File: src/rtl/cam_tag_reducer.sv
// -----------------------------------------------------------------------------
// cam_tag_reducer
//
// Sits downstream of a CAM subarray. Folds a multi-beat sequence of tag_out
// vectors into one accumulated match vector, then reduces that vector to
// hit / lowest-match index / match count and offers the result on a
// valid/ready handshake. The running vector is exported on acc_tag so the
// subarray can use it as tag_in for chained searches.
//
// Ports
//   clk        in   1      clock, all state on rising edge
//   rst_n      in   1      asynchronous reset, active-low
//   tag_valid  in   1      beat present on tag_in
//   tag_ready  out  1      block can accept a beat (IDLE / ACCUM)
//   tag_in     in   TAG_W  tag_out of CAM subarray
//   tag_first  in   1      beat opens a new group
//   tag_last   in   1      beat closes the group
//   acc_mode   in   2      fold op: 00 LOAD, 01 AND, 10 OR, 11 XOR
//   acc_tag    out  TAG_W  running accumulated vector (0 in IDLE)
//   res_valid  out  1      result available
//   res_ready  in   1      consumer takes result
//   res_tag    out  TAG_W  final accumulated vector
//   res_hit    out  1      OR-reduction of res_tag
//   res_index  out  IDX_W  lowest set bit of res_tag (0 if none)
//   res_count  out  CNT_W  popcount of res_tag
//   res_beats  out  4      beats folded into this result
//   seq_err    out  1      one-cycle pulse on a framing error
// -----------------------------------------------------------------------------
module cam_tag_reducer #(
    parameter int TAG_W    = 32,
    parameter int IDX_W    = 5,
    parameter int CNT_W    = 6,
    parameter int MAX_BEAT = 8
) (
    input  logic             clk,
    input  logic             rst_n,
    input  logic             tag_valid,
    output logic             tag_ready,
    input  logic [TAG_W-1:0] tag_in,
    input  logic             tag_first,
    input  logic             tag_last,
    input  logic [1:0]       acc_mode,
    output logic [TAG_W-1:0] acc_tag,
    output logic             res_valid,
    input  logic             res_ready,
    output logic [TAG_W-1:0] res_tag,
    output logic             res_hit,
    output logic [IDX_W-1:0] res_index,
    output logic [CNT_W-1:0] res_count,
    output logic [3:0]       res_beats,
    output logic             seq_err
);

    typedef enum logic [1:0] {
        ST_IDLE   = 2'd0,
        ST_ACCUM  = 2'd1,
        ST_REDUCE = 2'd2,
        ST_HOLD   = 2'd3
    } state_t;

    localparam logic [3:0] MAX_BEAT_C = 4'(MAX_BEAT);

    // Number of set bits in the vector.
    function automatic logic [CNT_W-1:0] pop_count(input logic [TAG_W-1:0] v);
        logic [CNT_W-1:0] c;
        c = '0;
        for (int i = 0; i < TAG_W; i++) begin
            c = c + {{(CNT_W-1){1'b0}}, v[i]};
        end
        return c;
    endfunction

    // Index of the lowest set bit; scanning downward lets the lowest hit win.
    function automatic logic [IDX_W-1:0] low_index(input logic [TAG_W-1:0] v);
        logic [IDX_W-1:0] idx;
        idx = '0;
        for (int i = TAG_W - 1; i >= 0; i--) begin
            if (v[i]) begin
                idx = IDX_W'(i);
            end else begin
                idx = idx;
            end
        end
        return idx;
    endfunction

    // One fold step of the accumulator.
    function automatic logic [TAG_W-1:0] fold(input logic [TAG_W-1:0] a,
                                              input logic [TAG_W-1:0] b,
                                              input logic [1:0]       mode);
        logic [TAG_W-1:0] r;
        case (mode)
            2'b00:   r = b;
            2'b01:   r = a & b;
            2'b10:   r = a | b;
            2'b11:   r = a ^ b;
            default: r = b;
        endcase
        return r;
    endfunction

    state_t           state_q, state_d;
    logic [TAG_W-1:0] acc_q, acc_d;
    logic [3:0]       beats_q, beats_d;
    logic             tag_ready_q, tag_ready_d;
    logic             res_valid_q, res_valid_d;
    logic [TAG_W-1:0] res_tag_q, res_tag_d;
    logic             res_hit_q, res_hit_d;
    logic [IDX_W-1:0] res_index_q, res_index_d;
    logic [CNT_W-1:0] res_count_q, res_count_d;
    logic [3:0]       res_beats_q, res_beats_d;
    logic             seq_err_q, seq_err_d;

    logic             beat_s;
    logic [3:0]       beats_inc_s;

    assign beat_s      = tag_valid & tag_ready_q;
    assign beats_inc_s = beats_q + 4'd1;

    // Next-state, accumulator and result computation.
    always_comb begin
        state_d     = state_q;
        acc_d       = acc_q;
        beats_d     = beats_q;
        res_valid_d = res_valid_q;
        res_tag_d   = res_tag_q;
        res_hit_d   = res_hit_q;
        res_index_d = res_index_q;
        res_count_d = res_count_q;
        res_beats_d = res_beats_q;
        seq_err_d   = 1'b0;

        case (state_q)
            ST_IDLE: begin
                if (beat_s) begin
                    // First beat always loads, whatever acc_mode says.
                    acc_d     = tag_in;
                    beats_d   = 4'd1;
                    seq_err_d = ~tag_first;
                    state_d   = tag_last ? ST_REDUCE : ST_ACCUM;
                end else begin
                    state_d   = ST_IDLE;
                end
            end
            ST_ACCUM: begin
                if (beat_s) begin
                    if (tag_first) begin
                        // Unexpected group start: drop the partial group.
                        acc_d     = tag_in;
                        beats_d   = 4'd1;
                        seq_err_d = 1'b1;
                        state_d   = tag_last ? ST_REDUCE : ST_ACCUM;
                    end else begin
                        acc_d   = fold(acc_q, tag_in, acc_mode);
                        beats_d = beats_inc_s;
                        if (tag_last) begin
                            state_d = ST_REDUCE;
                        end else if (beats_inc_s == MAX_BEAT_C) begin
                            // Forced close of a group that never saw tag_last.
                            state_d   = ST_REDUCE;
                            seq_err_d = 1'b1;
                        end else begin
                            state_d = ST_ACCUM;
                        end
                    end
                end else begin
                    state_d = ST_ACCUM;
                end
            end
            ST_REDUCE: begin
                res_tag_d   = acc_q;
                res_hit_d   = |acc_q;
                res_index_d = low_index(acc_q);
                res_count_d = pop_count(acc_q);
                res_beats_d = beats_q;
                state_d     = ST_HOLD;
            end
            ST_HOLD: begin
                // First HOLD cycle raises res_valid; afterwards wait for the consumer.
                if (res_valid_q && res_ready) begin
                    res_valid_d = 1'b0;
                    acc_d       = '0;
                    state_d     = ST_IDLE;
                end else begin
                    res_valid_d = 1'b1;
                    state_d     = ST_HOLD;
                end
            end
            default: begin
                state_d = ST_IDLE;
            end
        endcase

        tag_ready_d = (state_d == ST_IDLE) || (state_d == ST_ACCUM);
    end

    // State and output registers.
    always_ff @(posedge clk or negedge rst_n) begin
        if (!rst_n) begin
            state_q     <= ST_IDLE;
            acc_q       <= '0;
            beats_q     <= 4'd0;
            tag_ready_q <= 1'b1;
            res_valid_q <= 1'b0;
            res_tag_q   <= '0;
            res_hit_q   <= 1'b0;
            res_index_q <= '0;
            res_count_q <= '0;
            res_beats_q <= 4'd0;
            seq_err_q   <= 1'b0;
        end else begin
            state_q     <= state_d;
            acc_q       <= acc_d;
            beats_q     <= beats_d;
            tag_ready_q <= tag_ready_d;
            res_valid_q <= res_valid_d;
            res_tag_q   <= res_tag_d;
            res_hit_q   <= res_hit_d;
            res_index_q <= res_index_d;
            res_count_q <= res_count_d;
            res_beats_q <= res_beats_d;
            seq_err_q   <= seq_err_d;
        end
    end

    assign tag_ready = tag_ready_q;
    assign acc_tag   = acc_q;
    assign res_valid = res_valid_q;
    assign res_tag   = res_tag_q;
    assign res_hit   = res_hit_q;
    assign res_index = res_index_q;
    assign res_count = res_count_q;
    assign res_beats = res_beats_q;
    assign seq_err   = seq_err_q;

endmodule

File: config.mk
export PLATFORM = sky130hd
export DESIGN_NAME = cam_tag_reducer
export DESIGN_NICKNAME = d
export VERILOG_FILES = /design/src/rtl/cam_tag_reducer.sv
export SDC_FILE = /design/constraint.sdc
export NUM_CORES = 1
export LEC_CHECK = 0
export CORE_ASPECT_RATIO = 1.25
export CORE_MARGIN = 5
export CORE_UTILIZATION = 54
export DETAILED_ROUTE_END_ITERATION = 10
export GPL_ROUTABILITY_DRIVEN = 0
export GPL_TIMING_DRIVEN = 1
export HOLD_SLACK_MARGIN = 0.1
export PLACE_DENSITY = 0.83
export SKIP_LAST_GASP = 1
export SLEW_MARGIN = 20
export SYNTH_ARGS = -nofsm -noshare
export SYNTH_HDL_FRONTEND = slang
export SYNTH_SLANG_ARGS = --single-unit
File: constraint.sdc
create_clock -name clk -period 10.23 [get_ports clk]
set_clock_uncertainty 0.05 [all_clocks]
set_input_delay 1.023 -clock clk [delete_from_list [all_inputs] [get_ports clk]]
set_output_delay 1.023 -clock clk [all_outputs]
set_load 0.01 [all_outputs]
==> run metrics, run 1 <==
CP arrival around 5300 ps; total grt overflow 0; Root Buffer clkbuf_16; Reg2Reg Depth 18; top post-synthesis cells by area dfrtp_1, ha_1, fa_1; P&R area growth vs syn 25.0%; Hold Startpoint res_tag[14]$_DFFE_PN0N_; hold buffers post-CTS 0; worst setup path class flop to flop; Reg2Reg Capture Point res_count[4]$_DFFE_PN0N_; Hold Path Class flop to flop; count of flip-flops with a built-in enable after synthesis 0; met3 WL post-DR approximately 1000 um; Synth warnings 0; outcome finished, final reports clean; Synth async-reset ratio 1.00; initial DRC count roughly 320; initial cell density of the core 0.549; Top Layer Used met4; initial antenna violation count 0; vias in the first global route about 6k; first-pass GRT wire length slightly below 30,000 um; critical path launch point type flop; # resized after CTS 0; die height 131 um; WL per Instance 18.3 um; register area share after synthesis 0.350; Site Rows 44; Synth top area share 0.346; Critical Path Fanout Max 7; Post-CTS Setup Inserts 0; Clock Path Buffers 2; DRT antenna net count 0; reg2reg start acc_tag[23]$_DFFE_PN0P_; Die Wd about 110 um; Worst slew margin 0.418; via count between 5k and 6k; I/O pin cnt 123; critical path endpoint category flop; DRC viols 0; CTS clk-pin slew, worst paths ~70 ps; Setup Viol. Count Final 0; #FFs+latches synth 89; RSZ-0062 raised after global routing false; max-slew violation count 0; Hold Path Stages 2; DIE AREA roughly 14,000 um^2; Gate Count Post-Synth 711; Synth Cell Area ~6400 um^2; DR WL met2 9240 um; Clk Latency, worst-skew pair 350 ps; flop2flop setup slack a little over 5000 ps; final WL roughly 18,000 um; Max Clk Rate approximately 0.19 GHz; WP data required 10,380 ps; Hold Fails Final Rpt 0; via-per-instance ratio around 5.8; largest net degree at the start of global routing 88; met1 WL 7070 um; Avg Inst Size Synth ~9.0 um^2; Hold EP res_tag[14]$_DFFE_PN0N_; Num Clock Sinks 89; CTS tree built; diode count 0; maxcap violations 0; Final period util 0.504; number of unique standard cell types used by synthesis 46; crit path time final slightly above 5000 ps; area leader, netlist dfrtp_1; Num CTS Buffers 9; H-tree Lvls 3; GRT Overall Usage 0.258; Port Buf Inserts ~120; Post-synth top flop dfrtp_1; Net Count, Synth 848; post-DP HPWL around 13,000 um; DR pass1 iterations 5; core area about 12,000 um^2; Worst-Margin Slew between 800 and 900 ps; ratio of cells with drive above 1 in the final layout 0.0465; setup TNS 0 ps; Total Nets Final 950
state kept, by name, indices dropped and copies added (netlist names):
| register | count |
|---|---|
| res_tag | 32 |
| beats_q | 4 |
| res_beats | 4 |
| state_q | 2 |
| acc_tag | 32 |
| res_hit | 1 |
| tag_ready | 1 |
| seq_err | 1 |
| res_valid | 1 |
| res_index | 5 |
| res_count | 6 |
how the worst max path moves through the flow:
stage / to / depth (start not counted) / start
finish: res_count[4]$_DFFE_PN0N_ / 18 / acc_tag[23]$_DFFE_PN0P_
detailed placement: res_count[4]$_DFFE_PN0N_ / 18 / acc_tag[23]$_DFFE_PN0P_
global route: res_count[4]$_DFFE_PN0N_ / 18 / acc_tag[23]$_DFFE_PN0P_
global placement: res_count[4]$_DFFE_PN0N_ / 18 / acc_tag[23]$_DFFE_PN0P_
floorplan: res_count[4]$_DFFE_PN0N_ / 18 / acc_tag[23]$_DFFE_PN0P_
CTS: res_count[4]$_DFFE_PN0N_ / 18 / acc_tag[23]$_DFFE_PN0P_
kinds of logic (layout without fill, tap and decap cells):
logic type,after synthesis,in the layout,share of synthesized area
and+or+nand+nor,162,162,0.111
adders and majority gates,97,97,0.219
muxes,19,19,0.0298
buffers and inverters,147,254,0.0907
AOI/OAI and AO/OA,194,194,0.196
xor gates and xnor gates,3,3,0.00412
DFF,89,89,0.350
worst max-delay path, stage by stage, from the launching register on:
cell and delay [ps]:
dfrtp_1 470, inv_1 150, fa_1 540, fa_1 520, inv_1 50, fa_1 490
inv_1 60, fa_1 520, fa_1 420, fa_1 500, inv_1 50, ha_1 190
inv_1 100, fa_1 220, inv_1 50, a21o_1 170, a21oi_1 190, xor2_1 180
o21ai_0 90
stage by stage:
stage | cell area (um^2) | setup WS [ps] | cells | hold WS [ps] | util
2_1_floorplan | 6370 | 5430 | 711 | 442 | -
3_3_place_gp | 7680 | 5350 | 963 | 412 | 0.661
3_5_place_dp | 7680 | 5130 | 963 | 417 | 0.661
4_1_cts | 7960 | 5100 | 979 | 434 | 0.686
5_1_grt | 7970 | 4860 | 979 | 454 | 0.686
6_report | 7970 | 5080 | 979 | 433 | 0.686
layout by cell type, fill, tap and decap left out, drive strengths merged, types with 3 or more instances in the layout:
cell / instances
nor4: 5
o21ai: 63
o31ai: 3
mux2i: 19
o221a: 3
xor2: 3
nor2b: 3
a22oi: 32
buf: 8
nand4: 3
nand2b: 4
clkinv: 3
nor2: 50
nand3: 4
or4: 5
nor3: 7
a2bb2oi: 32
clkbuf: 10
nand2: 77
ha: 73
dfrtp: 88
fa: 24
inv: 111
a21oi: 46
clkdlybuf4s50: 120
final cells by class:
type | count | area, um^2
Fill cell | 887 | 3650
Multi-Input combinational cell | 475 | 3590
Sequential cell | 89 | 2230
Timing Repair Buffer | 128 | 1260
Inverter | 110 | 413
Clock buffer | 10 | 239
Tap cell | 161 | 201
Clock inverter | 6 | 42.5
layer usage:
layer,vias up,track usage
li1,2598,-
met1,2781,0.311
met2,232,0.449
met3,48,0.0515
met4,0,0.101
met5,-,0
cells in the mapped netlist (4+ instances only):
cell type and count:
inv_1 110, dfrtp_1 88, nand2_1 77, ha_1 73, o21ai_0 62, nor2_1 49, a21oi_1 46, a22oi_1 32
a2bb2oi_1 32, fa_1 24, clkbuf_1 23, mux2i_1 19, buf_2 12, nor3_1 6, nor4_1 5, nand2b_1 4
nand3_1 4, or4_1 4
Power of run 1 is not shown: default switching activity piles up to over one toggle a cycle in this logic, so the estimate is an artifact.
==> run 2, diff against run 1 <==
--- a/config.mk
+++ b/config.mk
@@ -7,12 +7,12 @@
 export LEC_CHECK = 0
 export CORE_ASPECT_RATIO = 1.25
 export CORE_MARGIN = 5
-export CORE_UTILIZATION = 54
+export CORE_UTILIZATION = 53
 export DETAILED_ROUTE_END_ITERATION = 10
 export GPL_ROUTABILITY_DRIVEN = 0
 export GPL_TIMING_DRIVEN = 1
 export HOLD_SLACK_MARGIN = 0.1
-export PLACE_DENSITY = 0.83
+export PLACE_DENSITY = 0.81
 export SKIP_LAST_GASP = 1
 export SLEW_MARGIN = 20
 export SYNTH_ARGS = -nofsm -noshare
==> constraint.sdc (replaced) <==
create_clock -name clk -period 4.75 [get_ports clk]
set_clock_uncertainty 0.05 [all_clocks]
set_input_delay 0.475 -clock clk [delete_from_list [all_inputs] [get_ports clk]]
set_output_delay 0.475 -clock clk [all_outputs]
set_load 0.01 [all_outputs]
==> run metrics, run 2 (synthesis gave the netlist of run 1 again) <==
outcome complete, but fails checks; failing checks setup timing; maxcap violations 0; H-tree Lvls 3; Site Rows between 40 and 50; ratio of cells with drive above 1 in the final layout 0.0875; via-per-instance ratio around 5.6; CTS tree built; initial cell density of the core 0.544; diode count 0; RSZ-0062 raised after global routing true; Clk Latency, worst-skew pair 340 ps; crit-path most repeated cell fa_1; final setup margin -25.7 ps; flop2flop setup slack -30 ps; Max Clk Rate ~0.21 GHz; Setup Viol. Count Final 2; WP data required ~5000 ps; total grt overflow 0; CTS clk-pin slew, worst paths 70 ps; Num CTS Buffers 9; slowest stage cell on the critical path fa_1; Hold Startpoint res_tag[17]$_DFFE_PN0N_; DP Area 7860 um^2; critical path endpoint category flop; GRT Overall Usage 0.250; Total Nets Final ~980; Num Clock Sinks 89; most frequent cells in the layout clkdlybuf4s50_1, inv_1, dfrtp_1; Port Buf Inserts 122; Critical Path Fanout Max 2; largest net degree at the start of global routing 65; initial DRC count 294; critical path launch point type flop; commonest non-fill, non-tap cell in the layout clkdlybuf4s50_1; vias in the first global route around 6.0k; Clock Path Buffers 2; crit path cell chain fa_1, inv_1, fa_1, inv_1, fa_1, inv_1, fa_1, fa_1, fa_1, inv_1, ha_2, inv_2, fa_2, inv_1, a21o_1, a21oi_2, xor2_1, o21ai_1; CP arrival around 5000 ps; Die Wd 108 um; Hold Fails Final Rpt 0; initial antenna violation count 0; DRT antenna net count 0; die height ~130 um; P&R area growth vs syn 29.2%; Hold EP res_tag[17]$_DFFE_PN0N_; max-slew violation count 0; Hold Path Class flop to flop; post-DP HPWL 12,600 um; DR pass1 iterations 5; Root Buffer clkbuf_16; final WL 17,500 um; Largest stage delay, worst path between 500 and 600 ps; setup TNS -40.7 ps; via count around 5.7k; crit path time final ~4800 ps; Worst slew margin 0.465; fill count ~920; I/O pin cnt roughly 120; worst setup path class flop to flop; Design Area, Final roughly 8000 um^2; core area 11,700 um^2; WL per Instance 17.4 um; DRC viols 0; Reg2Reg Depth 18; Worst-Margin Slew about 800 ps; DIE AREA between 10,000 and 15,000 um^2; first-pass GRT wire length between 20,000 and 30,000 um; reg2reg start acc_tag[17]$_DFFE_PN0P_; Hold Path Stages 2; Reg2Reg Capture Point res_count[4]$_DFFE_PN0N_; Final period util 1.01
## run 2: cell types whose count changed in the layout (fill, tap and decap cells not counted), sizes merged
cell,previous run,this run
bufinv,0,2
clkinv,3,2
buf,8,35
dlygate4sd3,0,1
clkinvlp,2,1
## run 2: layout make-up
cell class	count	area (um^2)	area share
Multi-Input combinational cell	475	3600	0.437
Sequential cell	89	2230	0.271
Inverter	110	413	0.0502
Clock buffer	10	229	0.0278
Clock inverter	6	90.1	0.0109
Tap cell	161	201	0.0245
Timing Repair Buffer	156	1470	0.179
## run 2: metrics by stage
stage,hold WS (ps),utilization,instances,setup WS [ps]
floorplan,129,-,711,8.54
global placement,398,0.671,987,3.07
detailed placement,409,0.671,987,-122
CTS,435,0.700,1004,-50.3
global route,451,0.702,1007,-204
finish,433,0.702,1007,-25.7
## run 2: timing repair
action	CTS	global route
hold endpoints to repair	33	0
endpoints found under the setup margin	2	4
hold buffers	1	0
setup buffers	0	3
pin swaps	3	8
gates cloned	0	0
resized for setup	6	5
## run 2: worst max-delay path by stage
stage                                  from                        to  slack (ps)  cells after the start
floorplan           acc_tag[17]$_DFFE_PN0P_  res_count[4]$_DFFE_PN0N_           9                     18
global placement    acc_tag[17]$_DFFE_PN0P_  res_count[4]$_DFFE_PN0N_           3                     18
detailed placement  acc_tag[25]$_DFFE_PN0P_  res_count[4]$_DFFE_PN0N_        -120                     18
CTS                 acc_tag[17]$_DFFE_PN0P_  res_count[4]$_DFFE_PN0N_         -50                     18
global route        acc_tag[17]$_DFFE_PN0P_  res_count[4]$_DFFE_PN0N_        -200                     18
finish              acc_tag[17]$_DFFE_PN0P_  res_count[4]$_DFFE_PN0N_         -30                     18
## run 2: worst max-delay path: cells and delay by family, from the launching register on
family,cells,cell delay (ps)
xor+xnor,1,160
flops,1,400
buf+inv,6,330
fa+ha+maj,8,3440
compound gates,3,310
## run 2: metal layers
| metal | wire, um | GRT usage | up-vias |
|---|---|---|---|
| met3 | 842 | 0.0380 | 34 |
| met1 | 7190 | 0.313 | 2782 |
| met2 | 9040 | 0.430 | 190 |
| met5 | 0 | 0 | - |
| li1 | - | - | 2647 |
| met4 | 440 | 0.102 | 0 |
Power of run 2 is left out for the same reason.
==> run 3, diff against run 2 <==
--- a/config.mk
+++ b/config.mk
@@ -5,6 +5,7 @@
 export SDC_FILE = /design/constraint.sdc
 export NUM_CORES = 1
 export LEC_CHECK = 0
+export ABC_CLOCK_PERIOD_IN_PS = 4750
 export CORE_ASPECT_RATIO = 1.25
 export CORE_MARGIN = 5
 export CORE_UTILIZATION = 53
==> results of run 3 <==
The final DEF is identical to that of run 2; final timing and power are the same.
Power of run 3 is left out for the same reason.
==> patch 1 (config.mk and constraints of run 2) <==
The parameter `TAG_W` goes from 32 to 64.
--- a/src/rtl/cam_tag_reducer.sv
+++ b/src/rtl/cam_tag_reducer.sv
@@ -27,7 +27,7 @@
 //   seq_err    out  1      one-cycle pulse on a framing error
 // -----------------------------------------------------------------------------
 module cam_tag_reducer #(
-    parameter int TAG_W    = 32,
+    parameter int TAG_W    = 64,
     parameter int IDX_W    = 5,
     parameter int CNT_W    = 6,
     parameter int MAX_BEAT = 8
Ports: changed (resized acc_tag, res_tag and tag_in); port bits go from 123 to 219. The function was not compared with the original's and may differ.
==> patch 1 against run 2 <==
The run still ends with negative setup slack left; sequential share of layout area shrank 2.2 points; sequential cell count is 64 higher; via count is 91% higher; cell count up 88%; routed wire length increased by 100%; die area rose by 79%; design area is 87% higher; worst setup slack worse by 1100 ps; area after synthesis rose by 87%; non-clock buffer count rose by 158.
Power is left out: the tool's default activity adds up to more than one toggle a clock period on the data nets, which glitch-free logic cannot reach.
==> patch 1: results (changes against run 2) <==
[run_status]
outcome = finished, violations left  ; unchanged
violations = negative setup slack  ; unchanged

[setup_path]
cp.arrival_ps = 6110  ; was 4990 ps
path_max_fanout = 2  ; unchanged
crit_path_max_incr_delay_ps = 580  ; was 540 ps
slowest_stage = fa_2  ; was fa_1

[clock_network]
cts_made_buffers = 17  ; was 9
clkLatencyLatePin_ps = 440  ; was 340 ps
clk_pin_slew_worst_paths_ps = 70  ; about the same
cts-root-buf = clkbuf_16  ; unchanged
cts_max_level = 4  ; was 3
clk_path_buf_depth = 2  ; unchanged

[place]
place_hpwl_um = 26200  ; was 12,600 um
port-buffer-count = 218  ; was 122

[synthesis]
yosys_warnings = 0  ; unchanged
ys_seq_area_share_pct = 32.2  ; was 35.0%
synth_commonest_cells = nand2_1 (209), inv_1 (199), dfrtp_1 (152)  ; was inv_1 (110), dfrtp_1 (88), nand2_1 (77)
synth.area.top_cells = dfrtp_1 (32%), ha_1 (15%), fa_1 (9.1%)  ; was dfrtp_1 (35%), ha_1 (14%), fa_1 (7.5%)
postSynth.asyncResetShare_pct = 100  ; unchanged
post_synth_num_cell_types = 61  ; was 46
synth.net_count = 1602  ; was 848

[timing]
finalSetupViolCount = 6  ; was 2
layout_setup_ws_ps = -1130  ; was -25.7 ps
drv_slew = 0  ; unchanged
relSlewSlack_pct = 24.3  ; was 46.5%
hold_slack_ps = 425  ; was 433 ps

[drt]
dr_total_vias = 10800  ; was 5,653
drtIter0Drc = 746  ; was 294
wire_per_inst_um = 18.7  ; was 17.4 um
drt_first_pass_iters = 5  ; unchanged
ant_nets = 0  ; unchanged

[hold_path]
worst_hold_path_type = reg2reg  ; unchanged

[grt]
grt_pass1_wl_um = 56600  ; was 28,900 um
grt_max_degree = 107  ; was 65
track_usage_pct = 28.0  ; was 25.0%
antenna_found_initial = 1  ; was 0

[final_layout]
antenna_cells = 0  ; unchanged
fin_nets = 1861  ; was 978
drive_gt1_share_pct = 11.3  ; was 8.75%

-- patch 1: metrics by stage --
step | cells | utilization (%) | setup TNS [ps] | instance area, um^2
after floorplan | 1334 | - | -4450 | 12000
after global placement | 1854 | 66.9 | -4760 | 14800
after detailed placement | 1854 | 66.9 | -5400 | 14800
after CTS | 1888 | 69.4 | -5410 | 15400
after global routing | 1889 | 69.5 | -6640 | 15400
final | 1889 | 69.5 | -5580 | 15400
-- patch 1: cell families after synthesis --
kind of cell | after synthesis | share of synthesized area, %
simple gates | 303 | 11.2
buf+inv | 274 | 9.36
flops | 153 | 32.2
xor+xnor | 3 | 0.221
mux | 16 | 1.34
compound gates | 389 | 21.7
fa+ha+maj | 196 | 24.0
-- patch 1: worst paths after layout --
| path | start | to | cells past startpoint |
|---|---|---|---|
| worst max-delay path | acc_tag[35] | res_count[2] | 19 |
| worst min-delay path | res_beats[0] | res_beats[0] | 2 |
| worst max register to register | acc_tag[35] | res_count[2] | 19 |
| worst min register to register | res_beats[0] | res_beats[0] | 2 |
| max in group asynchronous | rst_n | acc_tag[59] | 3 |
| min in group asynchronous | rst_n | res_tag[34] | 2 |
-- patch 1: cell type report --
type | instances | area, um^2
Multi-Input combinational cell | 907 | 7030
Fill cell | 1706 | 6780
Sequential cell | 153 | 3850
Timing Repair Buffer | 314 | 2910
Inverter | 200 | 751
Clock buffer | 17 | 425
Tap cell | 283 | 354
Clock inverter | 15 | 116
-- patch 1: repair_timing --
item                                    in CTS  in global routing
setup buffers                                1                  1
gates resized for setup                      5                  6
endpoints found under the setup margin       6                  6
pin swaps                                    4                  4
hold endpoints to repair                    66                  0
hold buffers                                 1                  0
-- patch 1: critical path: cells and delay by family, from the launching register on --
| kind | cells | cell delay (ps) |
|---|---|---|
| buf+inv | 7 | 480 |
| flops | 1 | 420 |
| xor+xnor | 1 | 150 |
| fa+ha+maj | 10 | 4540 |
| compound gates | 1 | 80 |
-- patch 1: routing by layer --
metal	share of wire, %	vias to the layer above	global-route usage (%)	wire, um
met5	0	-	0	0
met4	3.8	0	11.2	1350
met3	6.1	89	4.85	2160
met2	51	410	48.3	17900
met1	40	5255	34.6	14000
li1	-	5051	-	-
==> patch 2 (config.mk and constraints of run 2) <==
Without the edit above. Add an input register stage for `acc_mode`; this delays it by one clock. The other inputs are not delayed to match.
--- a/src/rtl/cam_tag_reducer.sv
+++ b/src/rtl/cam_tag_reducer.sv
@@ -60,6 +60,16 @@
 
     localparam logic [3:0] MAX_BEAT_C = 4'(MAX_BEAT);
 
+    logic [1:0] acc_mode_q;
+
+    always_ff @(posedge clk or negedge rst_n) begin
+        if (!rst_n) begin
+            acc_mode_q <= '0;
+        end else begin
+            acc_mode_q <= acc_mode;
+        end
+    end
+
     // Number of set bits in the vector.
     function automatic logic [CNT_W-1:0] pop_count(input logic [TAG_W-1:0] v);
         logic [CNT_W-1:0] c;
@@ -151,7 +161,7 @@
                         seq_err_d = 1'b1;
                         state_d   = tag_last ? ST_REDUCE : ST_ACCUM;
                     end else begin
-                        acc_d   = fold(acc_q, tag_in, acc_mode);
+                        acc_d   = fold(acc_q, tag_in, acc_mode_q);
                         beats_d = beats_inc_s;
                         if (tag_last) begin
                             state_d = ST_REDUCE;
Behaviour: not the same (a bounded check fails within 4 cycles, from zero or initial values and one cycle with rst_n low).
==> patch 2 against run 2 <==
The run still ends with negative setup slack left; sequential cell count up 2; design area down 0.79%; routed wire length rose by 3.5%; die area about the same; worst setup slack got worse by 37 ps; critical path depth stayed put; count of clock-buffer cells in the layout shrank 1; non-clock buffer count decreased by 3; area after synthesis about the same; highest routed layer unchanged.
Power is left out: the tool's default activity adds up to more than one toggle a clock period on the data nets, which glitch-free logic cannot reach.
==> patch 2: results (changes against run 2) <==
[drt]
wl_met2_um = 9350  ; was 9040 um
wirelength_um = 18100  ; was 17,500 um
dr_wl_met3_um = 1020  ; was 842 um
drtIter0Drc = 323  ; was 294
wire_per_inst_um = 18.0  ; was 17.4 um
viasPerCell = 5.72  ; was 5.61
wl_met1_um = 7150  ; was 7190 um

[grt]
grt_max_degree = 74  ; was 65
track_usage_pct = 25.8  ; was 25.0%
grt_pass1_vias = 6037  ; was 5,975
use_met2_pct = 43.3  ; was 43.0%
met3_usage_pct = 4.09  ; was 3.80%
grtUsageMet1_pct = 32.2  ; was 31.3%

[timing]
fin_setup_tns_ps = -63.0  ; was -40.7 ps
hold_slack_ps = 429  ; was 433 ps
tightestPinTransition_ps = 927  ; was 799 ps
layout_setup_ws_ps = -63.0  ; was -25.7 ps
finalSetupViolCount = 1  ; was 2

[setup_path]
r2r_start = acc_tag[17]  ; unchanged
cp.arrival_ps = 4970  ; was 4990 ps

[run_status]
violations = negative setup slack  ; unchanged
outcome = finished, violations left  ; unchanged

[hold_path]
min_to = res_count[1]  ; was res_tag[17]
hp-start = res_count[1]  ; was res_tag[17]

[synthesis]
synthCells = 716  ; was 711
synth_commonest_cells = dfrtp_1 (90), nand2_1 (87), inv_1 (85)  ; was inv_1 (110), dfrtp_1 (88), nand2_1 (77)
synth.net_count = 853  ; was 848
post_synth_num_cell_types = 51  ; was 46
synth.area.top_cells = dfrtp_1 (35%), ha_1 (14%), fa_1 (7.5%)  ; unchanged

[place]
place_hpwl_um = 13200  ; was 12,600 um
placed_area_um2 = 7820  ; was 7860 um^2
pre_cts_ws_ps = -103  ; was -122 ps

[final_layout]
drive_gt1_share_pct = 7.68  ; was 8.75%

==> patch 2: kinds of logic (layout without fill, tap and decap cells) <==
kind of cell	after synthesis	in the layout	synth area share, %
and+or+nand+nor	197	197	13.8
DFF	91	91	35.8
adders and majority gates	97	97	21.9
AOI/OAI and AO/OA	203	203	20.0
buffers and inverters	124	254	7.97
xor gates and xnor gates	4	4	0.550
==> patch 2: what timing repair did <==
| action | CTS | global route |
|---|---|---|
| endpoints found under the hold margin | 18 | 0 |
| gates resized for setup | 6 | 7 |
| pin swaps | 2 | 13 |
| hold buffers | 1 | 0 |
| buffers inserted | 1 | 2 |
| setup endpoints to repair | 2 | 3 |
==> patch 2: final cells by class <==
type	instances	area [um^2]
inverters	85	319
clock buffers	9	225
fillers	897	3560
clock inverters	7	62.6
well taps	161	201
flip-flops and latches	91	2280
repair buffers	153	1460
multi-input cells	501	3620
